===== src/rtl/raster_pkg.sv =====
// Shared raster definitions: default widths, iterator states, MSAA encodings.
// Latency: none (types, constants and a pure function only).
// Backpressure: not applicable.
package raster_pkg;

    localparam int SIGFIG_DEF = 24;
    localparam int RADIX_DEF  = 10;

    typedef enum logic {
        WAIT_STATE = 1'b0,
        TEST_STATE = 1'b1
    } state_t;

    // One-hot MSAA mode encodings on subSample_RnnnnU
    localparam logic [3:0] SS_1X  = 4'b1000;
    localparam logic [3:0] SS_4X  = 4'b0100;
    localparam logic [3:0] SS_16X = 4'b0010;
    localparam logic [3:0] SS_64X = 4'b0001;

    // Right-shift applied to one pixel to get the sample step; unknown codes fall back to 1x
    function automatic logic [1:0] step_shift(input logic [3:0] ss);
        logic [1:0] k;
        k = 2'd0;
        case (ss)
            SS_1X:   k = 2'd0;
            SS_4X:   k = 2'd1;
            SS_16X:  k = 2'd2;
            SS_64X:  k = 2'd3;
            default: k = 2'd0;
        endcase
        return k;
    endfunction

endpackage


===== src/rtl/sample_axis_step.sv =====
// One axis of the sample walk: next = cur + step, and whether that overshoots the limit.
// Latency: combinational.
// Backpressure: none; the caller decides whether to take next or wrap.
module sample_axis_step #(
    parameter int SIGFIG = 24
) (
    input  logic signed [SIGFIG-1:0] cur,
    input  logic        [SIGFIG-1:0] step,
    input  logic signed [SIGFIG-1:0] limit,
    output logic signed [SIGFIG-1:0] nxt,
    output logic                     wrap
);

    // One extra bit so a walk near the top of the signed range cannot wrap and look in-box
    logic signed [SIGFIG:0] sum;

    assign sum  = $signed({cur[SIGFIG-1], cur}) + $signed({1'b0, step});
    assign wrap = sum > $signed({limit[SIGFIG-1], limit});
    assign nxt  = sum[SIGFIG-1:0];

endmodule


===== src/rtl/sample_iterator.sv =====
// Walks one triangle's bounding box in raster order, one sample per cycle at the latched MSAA step.
// Latency: first sample one cycle after accept; box of C x R points is valid for C*R cycles.
// Backpressure: halt (== valid sample) holds upstream; validTri is ignored while halted.
module sample_iterator
    import raster_pkg::*;
#(
    parameter int SIGFIG = SIGFIG_DEF,
    parameter int RADIX  = RADIX_DEF,
    parameter int VERTS  = 3,
    parameter int AXIS   = 3,
    parameter int COLORS = 3
) (
    input  logic                                          clk,
    input  logic                                          rst,
    input  logic signed [VERTS-1:0][AXIS-1:0][SIGFIG-1:0] tri_R14S,
    input  logic        [COLORS-1:0][SIGFIG-1:0]          color_R14U,
    input  logic signed [1:0][1:0][SIGFIG-1:0]            box_R14S,
    input  logic                                          validTri_R14H,
    input  logic        [3:0]                             subSample_RnnnnU,
    output logic                                          halt_RnnnnH,
    output logic signed [VERTS-1:0][AXIS-1:0][SIGFIG-1:0] tri_R16S,
    output logic        [COLORS-1:0][SIGFIG-1:0]          color_R16U,
    output logic signed [1:0][SIGFIG-1:0]                 sample_R16S,
    output logic                                          validSamp_R16H
);

    state_t state, next_state;
    logic   load;

    logic signed [SIGFIG-1:0] ll_x, ll_y, ur_x, ur_y;
    logic signed [SIGFIG-1:0] cur_x, cur_y;
    logic        [SIGFIG-1:0] step;

    logic signed [SIGFIG-1:0] in_ll_x, in_ll_y, in_ur_x, in_ur_y;
    logic                     degenerate;
    logic        [SIGFIG-1:0] step_in;

    logic signed [SIGFIG-1:0] nxt_x, nxt_y;
    logic                     wrap_x, wrap_y;

    assign in_ll_x    = box_R14S[0][0];
    assign in_ll_y    = box_R14S[0][1];
    assign in_ur_x    = box_R14S[1][0];
    assign in_ur_y    = box_R14S[1][1];
    assign degenerate = (in_ll_x > in_ur_x) || (in_ll_y > in_ur_y);
    assign step_in    = {{(SIGFIG-1){1'b0}}, 1'b1} << (RADIX - int'(step_shift(subSample_RnnnnU)));

    sample_axis_step #(.SIGFIG(SIGFIG)) u_step_x (
        .cur   (cur_x),
        .step  (step),
        .limit (ur_x),
        .nxt   (nxt_x),
        .wrap  (wrap_x)
    );

    sample_axis_step #(.SIGFIG(SIGFIG)) u_step_y (
        .cur   (cur_y),
        .step  (step),
        .limit (ur_y),
        .nxt   (nxt_y),
        .wrap  (wrap_y)
    );

    // State register; reset drops any partial box
    always_ff @(posedge clk or negedge rst) begin
        if (!rst) state <= WAIT_STATE;
        else      state <= next_state;
    end

    // Accept non-degenerate triangles in WAIT; leave TEST once both axes overshoot
    always_comb begin
        next_state = state;
        load       = 1'b0;
        case (state)
            WAIT_STATE: begin
                if (validTri_R14H && !degenerate) begin
                    load       = 1'b1;
                    next_state = TEST_STATE;
                end
            end
            TEST_STATE: begin
                if (wrap_x && wrap_y) next_state = WAIT_STATE;
            end
            default: next_state = WAIT_STATE;
        endcase
    end

    // Latch triangle, box and step at accept; advance the raster walk while testing
    always_ff @(posedge clk or negedge rst) begin
        if (!rst) begin
            tri_R16S   <= '0;
            color_R16U <= '0;
            ll_x       <= '0;
            ll_y       <= '0;
            ur_x       <= '0;
            ur_y       <= '0;
            step       <= '0;
            cur_x      <= '0;
            cur_y      <= '0;
        end else if (load) begin
            tri_R16S   <= tri_R14S;
            color_R16U <= color_R14U;
            ll_x       <= in_ll_x;
            ll_y       <= in_ll_y;
            ur_x       <= in_ur_x;
            ur_y       <= in_ur_y;
            step       <= step_in;
            cur_x      <= in_ll_x;
            cur_y      <= in_ll_y;
        end else if (state == TEST_STATE) begin
            if (!wrap_x) begin
                cur_x <= nxt_x;
            end else begin
                cur_x <= ll_x;
                if (!wrap_y) cur_y <= nxt_y;
            end
        end
    end

    assign sample_R16S[0] = cur_x;
    assign sample_R16S[1] = cur_y;
    assign validSamp_R16H = (state == TEST_STATE);
    assign halt_RnnnnH    = (state == TEST_STATE);

endmodule


===== config.mk =====
export PLATFORM = sky130hd
export DESIGN_NAME = sample_iterator
export DESIGN_NICKNAME = d
export VERILOG_FILES = /design/src/rtl/raster_pkg.sv /design/src/rtl/sample_axis_step.sv /design/src/rtl/sample_iterator.sv
export SDC_FILE = /design/constraint.sdc
export NUM_CORES = 1
export LEC_CHECK = 0
export BUFFER_PORTS_ARGS = -buffer_cell sky130_fd_sc_hd__buf_2
export CAP_MARGIN = 5
export CORE_AREA = 10 10 278 280
export DETAILED_ROUTE_END_ITERATION = 6
export DIE_AREA = 0 0 288 290
export SYNTH_ARGS = -nofsm -noshare
export SYNTH_HDL_FRONTEND = slang
export SYNTH_SLANG_ARGS = --single-unit

===== constraint.sdc =====
create_clock -name clk -period 5.04 [get_ports clk]
set_input_delay 0.504 -clock clk [delete_from_list [all_inputs] [get_ports clk]]
set_output_delay 0.504 -clock clk [all_outputs]
set_load 0.005 [all_outputs]

==> results by group <==
CTS
  • CTS Buf Count: 51
  • Worst-skew pair later-pin latency: 0.60 ns
  • CTS Buffer Depth: 3
  • TritonCTS clock tree: yes
  • Clk slew on worst S/H paths: 0.06 ns
  • H-Tree Depth: 2
  • Clk root buf: clkbuf_16
  • CTS sink cnt: 422

Worst setup path
  • Critical path arrival: 5.51 ns
  • RR Endpoint: cur_x[8]
  • WP data required: 5.52 ns
  • Crit end category: flip-flop
  • FF-to-FF Start: step[5]
  • Flop-to-flop setup slack: 0.008 ns
  • Slowest CP cell: or4_4
  • Startpoint Class: flip-flop
  • Most used cell, CP: buf_12
  • Worst-path fanout max: 6
  • Worst Reg-to-Reg Cells: 21
  • Worst-path cell chain: buf_6 -> fa_2 -> a211oi_2 -> o21ai_1 -> a21bo_2 -> a21oi_4 -> o211a_4 -> or2_4 -> nor2_2 -> xor2_1 -> ha_1 -> nand4_1 -> or3_4 -> or4_4 -> a31oi_4 -> inv_2 -> nor2_4 -> buf_12 -> buf_12 -> mux2_2 -> a221o_1
  • Max incr delay on CP: 0.58 ns
  • CP Class: flip-flop to flip-flop

Yosys
  • Share of the synthesized area in the top cell type: 0.501
  • Synth Net Count: 2229
  • Post-Synth XOR/XNOR Area: 0.0158
  • Most frequent cells after synthesis: dfrtp_1 (422), mux2_1 (295), ha_1 (130)
  • Yosys cell types: 73
  • Largest family of logic cells by synthesized area: multiplexers
  • Post-synthesis mux area share: 0.187
  • Syn_area_per_cell: 12.4 um2
  • Sequential element share of the synthesized area: 0.501
  • Cell taking the most area after synthesis: dfrtp_1
  • FFs w/ async S/R, synth: 1.00
  • Adder and majority gate portion of the synthesized area: 0.0791
  • Cell with the most instances after synthesis: dfrtp_1
  • Synthesized area: 0.0211 mm2
  • Compound-Gate Fraction of Synth Area: 0.0921
  • Simple-Gate Fraction of Synth Area: 0.0678
  • Top post-synthesis cells by area: dfrtp_1 (50%), mux2_1 (16%), ha_1 (7.7%)
  • Ys flop type: dfrtp_1
  • Number of synthesized flops with an enable pin: 0
  • Syn Inst Count: 1706
  • Number of synthesized register bits: 422
  • Syn. warnings: 0

Route
  • DR vias: 16903
  • Antenna Nets Post-Route: 0
  • DRT Pass-1 Iters: 5
  • DRC errors left: 0
  • Initial DRC count: 814
  • DR vias/cell: 4.83
  • WL/cell: 22.7 um
  • Drt total wl: 79.5 mm

Floorplanning
  • Chip Height: 290 um
  • Die ar.: 0.0835 mm2
  • Die span in x: 288 um
  • Rows: 98
  • Starting Density: 0.295
  • Num ports: 729
  • Core Region: 0.0714 mm2

Global route
  • First-pass GRT wire length: 116 mm
  • Met1 usage: 0.204
  • Largest net degree at the start of global routing: 144
  • Busiest grt layer: met2
  • Met3 GRT Util: 0.0612
  • Initial antenna violation count: 32
  • Vias in the first global route: 17791
  • Grt total ovfl: 0
  • Met2 usage: 0.319
  • GR Util All Layers: 0.181

Worst hold path
  • Hold Path Class: primary input to flip-flop
  • Hold Path Cell Cnt: 2
  • Hold Startpoint: color_R14U[5]
  • End of the worst hold path: color_R16U[5]

Timing
  • Fin. Hold Viols: 0
  • Setup violators final: 0
  • Fin. max-slew vios: 0
  • Setup TNS: 0 ns
  • Fmax: 0.199 GHz
  • Min Clock Period, post-route: 5.03 ns
  • Relative slew slack: 0.361
  • RSZ-0062 raised after global routing: yes
  • Worst Tran Pin Value: 0.957 ns
  • Clock Skew: 0.0247 ns
  • Period Utilization, post-route: 0.998

Run
  • # Max-Cap Violations: 0

Cells and area
  • Final core occ: 0.392
  • P&R area growth vs syn: 32.8%
  • Post-route cell area: 0.0280 mm2
  • Finished Layout Cells: 3501
  • Share of cells above drive strength 1: 0.391
  • Nets: 3022

Power and ir drop
  • PwrDens: 616 mW/mm2
  • Peak VDD IR: 0.297 mV
  • Leak Pwr: 0.0137 uW

Placement
  • Final GP Congestion: 0.873
  • Placed Area: 0.0258 mm2
  • Cells after DPL: 3379
  • Dpl hpwl: 64.3 mm
  • Port bufs: 728

Status
  • Status: finished clean
final cells by class:
class / count / area [um2]
clock buffer: 74 / 1520
antenna: 11 / 27.5
multi-input combinational: 1096 / 9570
inverter: 118 / 443
clock inverter: 20 / 239
fill: 7024 / 43400
tap: 950 / 1190
sequential: 422 / 10600
timing repair buffer: 810 / 4440
report_power, final:
part	switching [uW]	internal (uW)
Clock	1510	2310
Combinational	3770	3610
Sequential	994	5040
how the worst max path moves through the flow:
stage                         from        end
after floorplan           cur_x[0]  cur_x[10]
after global placement     step[4]  cur_x[13]
after detailed placement   step[4]   cur_x[8]
after CTS                  step[5]   cur_x[4]
after global routing       step[5]   cur_x[8]
final                      step[5]   cur_x[8]
worst max-delay path, delay by kind of cell (launching register included):
family	cells	cell delay [ns]
flops	1	0.48
compound gates	7	1.43
fa+ha+maj	2	0.65
mux	1	0.34
simple gates	6	1.42
xor+xnor	1	0.14
buf+inv	4	0.45
placed cells by master (no fill, tap or decap), drive strengths merged, types with 5 or more instances in the layout:
cell	n
a211oi	12
a21boi	7
a21o	14
a21oi	65
a221o	13
a22oi	5
a2bb2oi	5
a311oi	5
a31oi	7
and3	24
buf	809
clkbuf	74
clkinv	11
dfrtp	422
diode	11
ha	130
inv	122
mux2	331
mux2i	21
nand2	89
nand3	24
nand4	27
nor2	35
nor2b	23
nor3	20
nor4	8
o211ai	8
o21a	6
o21ai	99
o221a	9
o22ai	5
o31ai	5
or3	11
xnor2	25
xor2	13
repair_timing:
item,4_1_cts,5_1_grt
setup endpoints to repair,34,48
hold buffers,1,0
cloned,1,1
setup buffers,5,10
resized for setup,13,49
pin swaps,7,31
endpoints found under the hold margin,88,0
kinds of logic (layout without fill, tap and decap cells):
| logic type | after synthesis | in the layout |
|---|---|---|
| buf+inv | 188 | 1022 |
| mux | 352 | 352 |
| simple gates | 281 | 281 |
| fa+ha+maj | 132 | 132 |
| other cells | 0 | 11 |
| xor+xnor | 38 | 38 |
| compound gates | 293 | 293 |
| flops | 422 | 422 |
state kept, by name, summed over array words and instances, names as in the netlist:
signal,flops
color_R16U,72
cur_x,24
cur_y,24
halt_RnnnnH,1
ll_x,24
step,13
tri_R16S,216
ur_x,24
ur_y,24
stage by stage:
step	worst slack [ns]	power (uW)	hold slack, ns
6_report	0.00793	17200	0.120
5_1_grt	-0.146	18400	0.0922
4_1_cts	-0.0154	17300	0.0768
3_5_place_dp	-0.119	13100	0.469
3_3_place_gp	-0.0538	12900	0.462
2_1_floorplan	0.0334	9570	0.208
layer usage:
| layer | routed length [um] | part of all wire | vias to the layer above |
|---|---|---|---|
| met5 | 142 | 0.0018 | - |
| met4 | 2080 | 0.026 | 22 |
| met3 | 7290 | 0.092 | 139 |
| met2 | 39600 | 0.50 | 694 |
| met1 | 30400 | 0.38 | 8300 |
| li1 | - | - | 7748 |
No activity file was read; power rests on OpenSTA's default activity.
